File: src/rtl/id_ex_stage.sv
// id_ex_stage
//   Pipeline register between decode and execute. It holds one instruction,
//   stalls on load-use hazards by inserting a single bubble, honours
//   backpressure from execute, and can be squashed by flush.
//
// Handshake: a transfer from decode happens on a rising edge where
// id_valid && id_ready. The stage presents an instruction to execute while
// ex_valid; it leaves on an edge where ex_valid && ex_ready. While
// ex_valid && !ex_ready, every ex_* output holds steady.
//
// Ports
//   clk, rst                      clock, asynchronous active-high reset
//   flush                         squash the held instruction / the decode slot
//   id_valid / id_ready           decode-side handshake
//   id_pc, id_imm                 instruction PC, extended immediate
//   id_rs_addr/id_rt_addr         source register numbers
//   id_rs_used/id_rt_used         instruction actually reads rs / rt
//   id_rs_value/id_rt_value       operand values from the decode bypass
//   id_alu_op                     ALU operation (ALU_OP_W bits)
//   id_dst_en/id_dst_addr         writeback enable / destination
//   id_is_load                    instruction is a load
//   ex_valid / ex_ready           execute-side handshake
//   ex_*                          registered copies of the id_* fields
//   bubble_count                  saturating count of load-use bubbles
module id_ex_stage #(
    parameter int ALU_OP_W = 6
) (
    input  logic                clk,
    input  logic                rst,
    input  logic                flush,
    input  logic                id_valid,
    output logic                id_ready,
    input  logic [31:0]         id_pc,
    input  logic [31:0]         id_imm,
    input  logic [4:0]          id_rs_addr,
    input  logic [4:0]          id_rt_addr,
    input  logic                id_rs_used,
    input  logic                id_rt_used,
    input  logic [31:0]         id_rs_value,
    input  logic [31:0]         id_rt_value,
    input  logic [ALU_OP_W-1:0] id_alu_op,
    input  logic                id_dst_en,
    input  logic [4:0]          id_dst_addr,
    input  logic                id_is_load,
    input  logic                ex_ready,
    output logic                ex_valid,
    output logic [31:0]         ex_pc,
    output logic [31:0]         ex_imm,
    output logic [31:0]         ex_rs_value,
    output logic [31:0]         ex_rt_value,
    output logic [ALU_OP_W-1:0] ex_alu_op,
    output logic                ex_dst_en,
    output logic [4:0]          ex_dst_addr,
    output logic                ex_is_load,
    output logic [31:0]         bubble_count
);

    typedef enum logic {
        EMPTY = 1'b0,
        FULL  = 1'b1
    } state_t;

    state_t              state_q, state_d;
    logic                load_en;
    logic                bubble_inc;
    logic                advance;
    logic                hazard;

    logic [31:0]         pc_q, imm_q, rs_value_q, rt_value_q;
    logic [ALU_OP_W-1:0] alu_op_q;
    logic                dst_en_q, is_load_q;
    logic [4:0]          dst_addr_q;
    logic [31:0]         bubble_count_q;

    assign ex_valid = (state_q == FULL);

    // The slot frees up this cycle if it is empty or its occupant is leaving.
    assign advance = !ex_valid || ex_ready;

    // A load in execute has not produced its data yet; a consumer in decode
    // must wait one cycle so the memory-stage bypass can supply it.
    // Register 0 is hardwired and never creates a dependency.
    assign hazard = ex_valid && is_load_q && dst_en_q && (dst_addr_q != 5'd0) &&
                    ((id_rs_used && (id_rs_addr == dst_addr_q)) ||
                     (id_rt_used && (id_rt_addr == dst_addr_q)));

    assign id_ready = advance && !hazard && !flush;

    always_comb begin
        state_d    = state_q;
        load_en    = 1'b0;
        bubble_inc = 1'b0;
        if (flush) begin
            state_d = EMPTY;
        end else if (advance && id_valid && !hazard) begin
            state_d = FULL;
            load_en = 1'b1;
        end else if (advance) begin
            // Nothing accepted (or hazard): the slot drains to a bubble.
            state_d    = EMPTY;
            bubble_inc = id_valid && hazard;
        end
    end

    always_ff @(posedge clk or posedge rst) begin
        if (rst) begin
            state_q <= EMPTY;
        end else begin
            state_q <= state_d;
        end
    end

    // Payload only changes on an accepted transfer; flush and bubbles leave
    // it untouched since ex_valid already marks it as dead.
    always_ff @(posedge clk or posedge rst) begin
        if (rst) begin
            pc_q       <= '0;
            imm_q      <= '0;
            rs_value_q <= '0;
            rt_value_q <= '0;
            alu_op_q   <= '0;
            dst_en_q   <= 1'b0;
            dst_addr_q <= '0;
            is_load_q  <= 1'b0;
        end else if (load_en) begin
            pc_q       <= id_pc;
            imm_q      <= id_imm;
            rs_value_q <= id_rs_value;
            rt_value_q <= id_rt_value;
            alu_op_q   <= id_alu_op;
            dst_en_q   <= id_dst_en;
            dst_addr_q <= id_dst_addr;
            is_load_q  <= id_is_load;
        end
    end

    always_ff @(posedge clk or posedge rst) begin
        if (rst) begin
            bubble_count_q <= '0;
        end else if (bubble_inc && (bubble_count_q != 32'hFFFF_FFFF)) begin
            bubble_count_q <= bubble_count_q + 32'd1;
        end
    end

    assign ex_pc        = pc_q;
    assign ex_imm       = imm_q;
    assign ex_rs_value  = rs_value_q;
    assign ex_rt_value  = rt_value_q;
    assign ex_alu_op    = alu_op_q;
    assign ex_dst_en    = dst_en_q;
    assign ex_dst_addr  = dst_addr_q;
    assign ex_is_load   = is_load_q;
    assign bubble_count = bubble_count_q;

endmodule

File: config.mk
export PLATFORM = sky130hd
export DESIGN_NAME = id_ex_stage
export DESIGN_NICKNAME = d
export VERILOG_FILES = /design/src/rtl/id_ex_stage.sv
export SDC_FILE = /design/constraint.sdc
export NUM_CORES = 1
export LEC_CHECK = 0
export ABC_AREA = 1
export CORE_UTILIZATION = 35
export CTS_CLUSTER_DIAMETER = 100
export CTS_CLUSTER_SIZE = 8
export DETAILED_ROUTE_END_ITERATION = 16
export PLACE_DENSITY = 0.71
export SLEW_MARGIN = 20
export SYNTH_ARGS = -nofsm -noshare
export SYNTH_HDL_FRONTEND = slang
export SYNTH_SLANG_ARGS = --single-unit
File: constraint.sdc
create_clock -name clk -period 5.8 [get_ports clk]
set_clock_uncertainty 0.2 [all_clocks]
set_input_delay 0.58 -clock clk [delete_from_list [all_inputs] [get_ports clk]]
set_output_delay 0.58 -clock clk [all_outputs]
set_load 0.03 [all_outputs]
# Yosys cells after proc, flatten, opt, wreduce, memory -nomap -nowiden
# Index checks and enable logic that the tools add are counted.
[classes]
mux = 8
eq_ne = 3
reduce_logical = 19
addsub = 1
[op_table]
columns = ["op", "n"]
rows = [
  ["32-bit by 1-bit adder with 32-bit output (second input constant)", 1],
  ["32-bit != test (second input constant)", 1],
  ["1-bit logical AND", 12],
  ["5-bit == test", 2],
  ["1-bit two-way mux", 8],
  ["5-bit nonzero test", 1],
  ["1-bit zero test", 3],
  ["3-bit nonzero test", 1],
  ["1-bit logical OR", 2],
]
[totals]
ff_bits = 174
output_inout_bits = 175
in_bits = 158
wordCells = 41

# Logic depth before layout (Yosys ltp)
# Gate-level depths: netlist of run 1.
[depth]
word_depth = 9
depth_mapped = 13

# Worst setup path before layout of run 1
# Ideal clock, no wire load.
[synth_path]
path_kind = "flip-flop to output port"
startpoint = "register dst_addr_q[2], in the netlist ex_dst_addr[2]"
endpoint = "output port id_ready"
setup_slack_ps = 3582
stages_incl_launch_ff = 7
n_path_buf = 0
t_required_ps = 5020
arrival_ps = 1438
path_cell_list = "dfrtp_1 > inv_1 > nor2_1 > nor2_1 > nand3_1 > nand2_2 > a21oi_1"
[synth_via]
elab_chain_len = 7
[synth_rtl]
columns = ["item", "line_no", "rtl"]
rows = [
  ["start: declaration", "72", "logic [4:0] dst_addr_q;"],
  ["start signal: assignment", "132", "dst_addr_q <= id_dst_addr;"],
  ["5-bit == test, on equally long branches", "84, 85", ""],
  ["1-bit logical AND, on equally long branches", "84, 85", ""],
  ["1-bit logical OR", "84", "((id_rs_used && (id_rs_addr == dst_addr_q)) ||"],
  ["1-bit logical AND (*)", "83", "assign hazard = ex_valid && is_load_q && dst_en_q && (dst_addr_q != 5'd0) &&"],
  ["1-bit zero test (*)", "87", "assign id_ready = advance && !hazard && !flush;"],
  ["1-bit logical AND (*) (2 in series)", "87", ""],
  ["end: declaration", "32", "output logic id_ready,"],
]
# Mark *: on every way between the ends. The rest lies on a longest branch, timed or not.

# Worst setup path in the final report of run 1
[layout_path]
startpoint = "input port id_rt_addr[3]"
endpoint = "register imm_q[29], in the netlist ex_imm[29]"
[layout_via]
elab_chain_len = 8
[layout_rtl]
columns = ["item", "line_no", "rtl"]
rows = [
  ["start: declaration", "36", "input logic [4:0] id_rt_addr,"],
  ["5-bit == test", "85", "(id_rt_used && (id_rt_addr == dst_addr_q)));"],
  ["1-bit logical AND", "85", ""],
  ["1-bit logical OR", "84", ""],
  ["1-bit logical AND", "83", ""],
  ["1-bit zero test", "95", "end else if (advance && id_valid && !hazard) begin"],
  ["1-bit logical AND", "95", ""],
  ["1-bit two-way mux", "95", ""],
  ["1-bit two-way mux", "93", "if (flush) begin"],
  ["end signal: assignment", "127", "imm_q <= id_imm;"],
  ["end: declaration", "69", "logic [31:0] pc_q, imm_q, rs_value_q, rt_value_q;"],
]
# Every way passes these cells.
# A chain may end at the register's enable or synchronous reset.

==> run_results.csv, run 1 <==
group,metric,value,unit
outcome,status,"completed",
critical_path,cp-start-kind,"primary input",
synthesis,synth_area_leaders,"dfrtp_1, nand2_1, nand3_1",
min_path,hold_end,"ex_imm[28]$_DFFE_PP0P_",
final_layout,drive_gt1_frac,0.05097,
critical_path,cp.required,5960,ps
drt,first_iter_violations,433,
timing,finalHoldViolCount,0,
place,io_buffers,332,
pwr,p_leak,5.634,nW
drt,wl_per_cell,15.08,um
clocking,h-tree-depth,4,
synthesis,synth_top_area_frac,0.5646,
floorplan,die_y,150.4,um
drt,firstDrtPassIters,5,
pwr,total_power,0.003526,W
floorplan,die_x,150.4,um
synthesis,synth.cell_area,7712,um2
clocking,cts_buffer_depth,2,
timing,max_freq,0.3267,GHz
timing,worst_pin_slew,936.2,ps
job,drv_cap,0,
final_layout,finalNetCount,1383,
clocking,cts_tree,"done",
clocking,hold_buffers,0,
min_path,whs_path_depth,2,
floorplan,core,21290,um2
critical_path,reg2reg_depth,11,
synthesis,ys_ff_latch,174,
clocking,cts-resized-gates,0,
synthesis,synth.avg_cell_area,8.410,um2
clocking,clock-sinks,174,
clocking,root_buffer,"clkbuf_16",
drt,antenna_left,0,
critical_path,worstSetupEndpointType,"flip-flop",
synthesis,yosysUniqueCellTypes,26,
critical_path,crit_arrival,3220,ps
clocking,clk_latency,420,ps
place,gp_congestion,0.8203,
final_layout,layout_common_cells,"nand2_1, clkdlybuf4s50_1, dfrtp_1, nand3_1, inv_1",
final_layout,syn_to_final_growth,52.24,%
timing,fin_hold_ws,268.4,ps
timing,setup_violations,0,
clocking,clk_pin_slew,70,ps
pwr,power.density,300.3,nW/um2
timing,post-route-period-util,0.5278,
synthesis,yosys.area.top_type,"dfrtp_1",
timing,slew_headroom,0.3758,
min_path,min_path_type,"reg -> reg",
clocking,cts_buffers,17,
global_route,grt_first_pass_wirelength,35.89,mm
min_path,min_from,"ex_imm[28]$_DFFE_PP0P_",
synthesis,yosysSeqAreaShare,0.5646,
critical_path,critical_path_class,"in -> reg",
critical_path,r2r-end,"ex_imm[29]$_DFFE_PP0P_",
timing,grt_setup_unrepaired,"no",
place,placed_area,11160,um2
clocking,postCtsSetupRepairBufs,0,
drt,via_per_inst,4.715,
floorplan,row_count,53,
floorplan,io_pins,333,
final_layout,design_area,11740,um2
synthesis,synth_nets,1076,
synthesis,synthCells,917,
global_route,grt_max_degree,97,
synthesis,yosys_warnings,0,
floorplan,initial_core_util,0.3623,
global_route,grt_pass1_vias,7016,
final_layout,n_antenna_cell,0,
critical_path,timing.rr.start,"ex_dst_addr[3]$_DFFE_PP0P_",
final_layout,final_common_cell,"nand2_1",
place,hpwl,15.90,mm
timing,fin_setup_tns,0,ps
timing,finalCriticalPeriod,3061,ps
floorplan,die-area,22630,um2
drt,vias,7124,
drt,wl,22.79,mm
global_route,grt-ovfl-total,0,
global_route,grt_usage,0.2036,
pwr,peakVddDrop,176.1,uV
critical_path,setup.worst_path.start,"id_rt_addr[3]",
global_route,grt_antenna_before_repair,0,
critical_path,cp_max_fo,55,
critical_path,rrSetupSlack,2930,ps
drt,drc,0,
timing,slew_violations,0,
==> routing by layer <==
metal	track usage	part of all wire	routed length, um	vias up
met3	0.05667	0.074	1684	31
met1	0.2611	0.42	9488	3351
met5	0	0	0	-
li1	-	-	-	3514
met2	0.3288	0.49	11180	228
met4	0.07020	0.019	440	0
==> final cells by class <==
class	instances	area [um2]
multi-input combinational	632	2849
clock inverter	11	108.9
inverter	60	230.2
sequential	174	4354
timing repair buffer	339	3408
fill	1959	9545
clock buffer	20	446.7
tap	275	344.1
==> metrics by stage <==
step	utilization	instances	setup slack (ps)
6_report	0.5516	1511	2739
5_1_grt	0.5516	1511	2443
4_1_cts	0.5503	1510	2655
3_5_place_dp	0.5242	1479	2201
3_3_place_gp	0.5242	1479	2257
2_1_floorplan	-	917	303.2
==> critical path, cell delays in order <==
cell and delay (ps):
clkdlybuf4s50_1 480, inv_1 50, nand2_1 50, nand2_1 50, nor2_1 140, nand3_1 100
nand2_2 120, nand2_4 310, nand2_4 560, buf_4 560, nand2_1 120, nand2_1 80
==> worst max-delay path by stage <==
stage	depth (start not counted)	end	slack [ps]
3_5_place_dp	11	bubble_count[18]$_DFFE_PP0P_	2200
6_report	12	ex_imm[29]$_DFFE_PP0P_	2740
5_1_grt	12	ex_rs_value[13]$_DFFE_PP0P_	2440
4_1_cts	11	bubble_count[18]$_DFFE_PP0P_	2660
2_1_floorplan	1	bubble_count[0]$_DFFE_PP0P_	300
3_3_place_gp	12	ex_pc[27]$_DFFE_PP0P_	2260
==> state kept, by name, summed over array words and instances, names as in the netlist <==
register and count:
bubble_count 32, ex_imm 32, ex_pc 32, ex_rs_value 32, ex_rt_value 32, ex_alu_op 6, ex_dst_addr 5, ex_dst_en 1
ex_is_load 1, ex_valid 1
==> report_power, final <==
group          total [W]  internal, W  switching (W)
Clock            0.00110     0.000606       0.000494
Sequential       0.00145      0.00136      0.0000887
Combinational   0.000974     0.000418       0.000556
Total            0.00353      0.00239        0.00114
==> cell usage after synthesis <==
| master | instances |
|---|---|
| nor3_2 | 1 |
| xnor2_1 | 11 |
| nand2_4 | 2 |
| nor2_2 | 3 |
| clkbuf_1 | 7 |
| dfrtp_1 | 174 |
| o21ai_0 | 2 |
| nor2_1 | 30 |
| buf_1 | 7 |
| inv_1 | 56 |
| nor3_4 | 1 |
| xor2_1 | 4 |
| nor4_1 | 4 |
| buf_4 | 17 |
| buf_6 | 3 |
| a21oi_1 | 6 |
| nand3_2 | 8 |
| inv_2 | 4 |
| nand2_2 | 3 |
| nand4_1 | 19 |
| ha_1 | 1 |
| nor2_4 | 2 |
| nand3_1 | 153 |
| buf_2 | 17 |
| nand2_1 | 378 |
| nor3_1 | 4 |
==> logic make-up (layout without fill, tap and decap cells) <==
family | after synthesis | count (layout) | share of synthesized area
XOR/XNOR | 15 | 15 | 0.01703
AND/OR/NAND/NOR | 608 | 608 | 0.3436
buffers and inverters | 111 | 430 | 0.06797
flip-flops | 174 | 174 | 0.5646
AO/OA/AOI/OAI | 8 | 8 | 0.005192
adder cells (fa/ha/maj) | 1 | 1 | 0.001622
Note: power is estimated with default switching activity, not from simulation.
==> run 2, diff against run 1 <==
- clock period: 5.8 -> 2.45 ns (I/O delays scaled with it)
==> run 2 against run 1 <==
First-iteration DRC count shrank 10%. Final cell count grew 0.93%. Critical endpoint is now id_ready. Critical path type is now reg -> out. Non-clock buffer count is 13 higher. Sequential power grew 140%. Design area increased by 1.7%.
==> run_results.csv, run 2 (synthesis results as in run 1) <==
group,metric,value,unit
outcome,status,"completed",
critical_path,worstSetupEndpointType,"output pin",
critical_path,setup.worst_path.start,"ex_dst_addr[2]$_DFFE_PP0P_",
pwr,switching_share,0.3350,
floorplan,initial_core_util,0.3623,
critical_path,cp_cell_sequence,"inv_1, nand4_1, nand4_1, inv_1, a21oi_1, buf_4",
floorplan,io_pins,333,
timing,fin_hold_ws,167.3,ps
final_layout,multi_input_area,2849,um2
timing,finalHoldViolCount,0,
final_layout,fill_cells,1904,
drt,firstDrtPassIters,4,
min_path,min_path_type,"in -> reg",
pwr,p_leak,5.750,nW
critical_path,timing.rr.start,"bubble_count[0]$_DFFE_PP0P_",
critical_path,r2r-end,"bubble_count[18]$_DFFE_PP0P_",
timing,finalCriticalPeriod,2187,ps
clocking,cts_buffers,17,
place,placed_cells,1492,
global_route,grt_antenna_before_repair,0,
final_layout,layout_common_cells,"nand2_1, clkdlybuf4s50_1, dfrtp_1, nand3_1, inv_1",
drt,vias,7204,
pwr,power.internal,0.005600,W
critical_path,reg2reg_depth,11,
pwr,power.density,705.2,nW/um2
clocking,root_buffer,"clkbuf_16",
clocking,cts_buffer_depth,2,
job,drv_cap,0,
timing,max_freq,0.4572,GHz
floorplan,row_count,53,
pwr,switching_power,0.002821,W
final_layout,n_antenna_cell,0,
drt,drc,0,
critical_path,cp-start-kind,"flip-flop",
timing,post-route-period-util,0.8928,
floorplan,core,21290,um2
critical_path,crit_arrival,1740,ps
critical_path,worstSetupEndpoint,"id_ready",
critical_path,cp.depth,6,
pwr,pwr-share-seq,0.408,
pwr,total_power,0.008421,W
critical_path,cp_max_fo,5,
final_layout,layoutNonFillerInstCount,1525,
final_layout,final_common_cell,"nand2_1",
drt,first_iter_violations,388,
pwr,peakVddDrop,334.2,uV
critical_path,path_delay_family,"buffers and inverters",
timing,setup_violations,0,
critical_path,rrSetupSlack,280,ps
final_layout,drive_gt1_frac,0.06320,
final_layout,regArea,4354,um2
place,hpwl,16.49,mm
global_route,grt_usage,0.2056,
clocking,clock-sinks,174,
place,gp_congestion,0.8686,
clocking,clk_pin_slew,80,ps
clocking,cts-resized-gates,0,
clocking,cts_tree,"done",
place,io_buffers,332,
final_layout,finalNetCount,1396,
final_layout,syn_to_final_growth,54.84,%
global_route,grt_pass1_vias,7025,
timing,worst_pin_slew,513.8,ps
clocking,clk_latency,420,ps
critical_path,path_buf_inv,3,
timing,slew_violations,0,
clocking,h-tree-depth,4,
drt,antenna_left,0,
floorplan,die-area,22630,um2
global_route,grt-ovfl-total,0,
global_route,grt_max_degree,112,
pwr,pwr-share-comb,0.278,
drt,via_per_inst,4.724,
critical_path,crit_slowest_cell,"dfrtp_1",
timing,grt_setup_unrepaired,"no",
pwr,pwr-share-clk,0.313,
critical_path,cp.required,2010,ps
drt,wl,22.89,mm
floorplan,die_x,150.4,um
critical_path,critPathMaxStageDelay,410,ps
floorplan,die_y,150.4,um
global_route,grt_first_pass_wirelength,36.00,mm
timing,slew_headroom,0.6575,
drt,wl_per_cell,15.01,um
critical_path,critical_path_class,"reg -> out",
## run 2: layout make-up
type	instances	area share
clock buffer	17	0.03562
tap	275	0.02881
multi-input combinational	632	0.2386
clock inverter	15	0.01184
sequential	174	0.3646
timing repair buffer	352	0.3013
inverter	60	0.01917
## run 2: what timing repair did
| item | in CTS | in global routing |
|---|---|---|
| setup buffers | 0 | 0 |
| hold buffers | 1 | 0 |
| endpoints found under the hold margin | 12 | 0 |
| endpoints found under the setup margin | 0 | 0 |
## run 2: power by group through the flow
stage | Clock, W | Combinational, W | Sequential, W
after global placement | 0 | 0.00234 | 0.00348
after detailed placement | 0 | 0.00237 | 0.00348
after global routing | 0.00285 | 0.00250 | 0.00348
after floorplan | 0 | 0.000468 | 0.00419
final | 0.00264 | 0.00235 | 0.00344
after CTS | 0.00272 | 0.00237 | 0.00344
## run 2: worst min path at each step
stage | end | cells after the start | startpoint
floorplan | ex_valid$_DFFE_PP0P_ | 1 | flush
global placement | ex_pc[11]$_DFFE_PP0P_ | 2 | ex_pc[11]$_DFFE_PP0P_
detailed placement | ex_pc[29]$_DFFE_PP0P_ | 2 | ex_pc[29]$_DFFE_PP0P_
CTS | ex_rt_value[16]$_DFFE_PP0P_ | 3 | id_rt_value[16]
global route | ex_pc[18]$_DFFE_PP0P_ | 3 | id_pc[18]
finish | ex_rt_value[16]$_DFFE_PP0P_ | 3 | id_rt_value[16]
## run 2: metrics by stage
stage          worst slack (ps)    util  setup TNS (ps)  cell area (um2)
6_report                  262.7  0.5610               0            11940
5_1_grt                   80.89  0.5610               0            11940
4_1_cts                   231.0  0.5610               0            11940
3_5_place_dp              201.5  0.5339               0            11360
3_3_place_gp              212.5  0.5339               0            11360
2_1_floorplan            -219.7       -          -38220             7716
## run 2: layer usage
layer | part of all wire | vias up | GRT usage
met3 | 0.073 | 41 | 0.05848
li1 | - | 3551 | -
met4 | 0.031 | 0 | 0.08939
met2 | 0.47 | 250 | 0.3270
met1 | 0.42 | 3362 | 0.2600
met5 | 0 | - | 0
## run 2: tightest hold or removal path: stages
cell and delay (ps):
clkdlybuf4s50_1 390, nand3_1 70, nand2_1 50
==> run 3, diff against run 2 <==
- SKIP_LAST_GASP: default -> 1
==> results of run 3 <==
The final DEF is identical to that of run 2; final timing and power are the same.
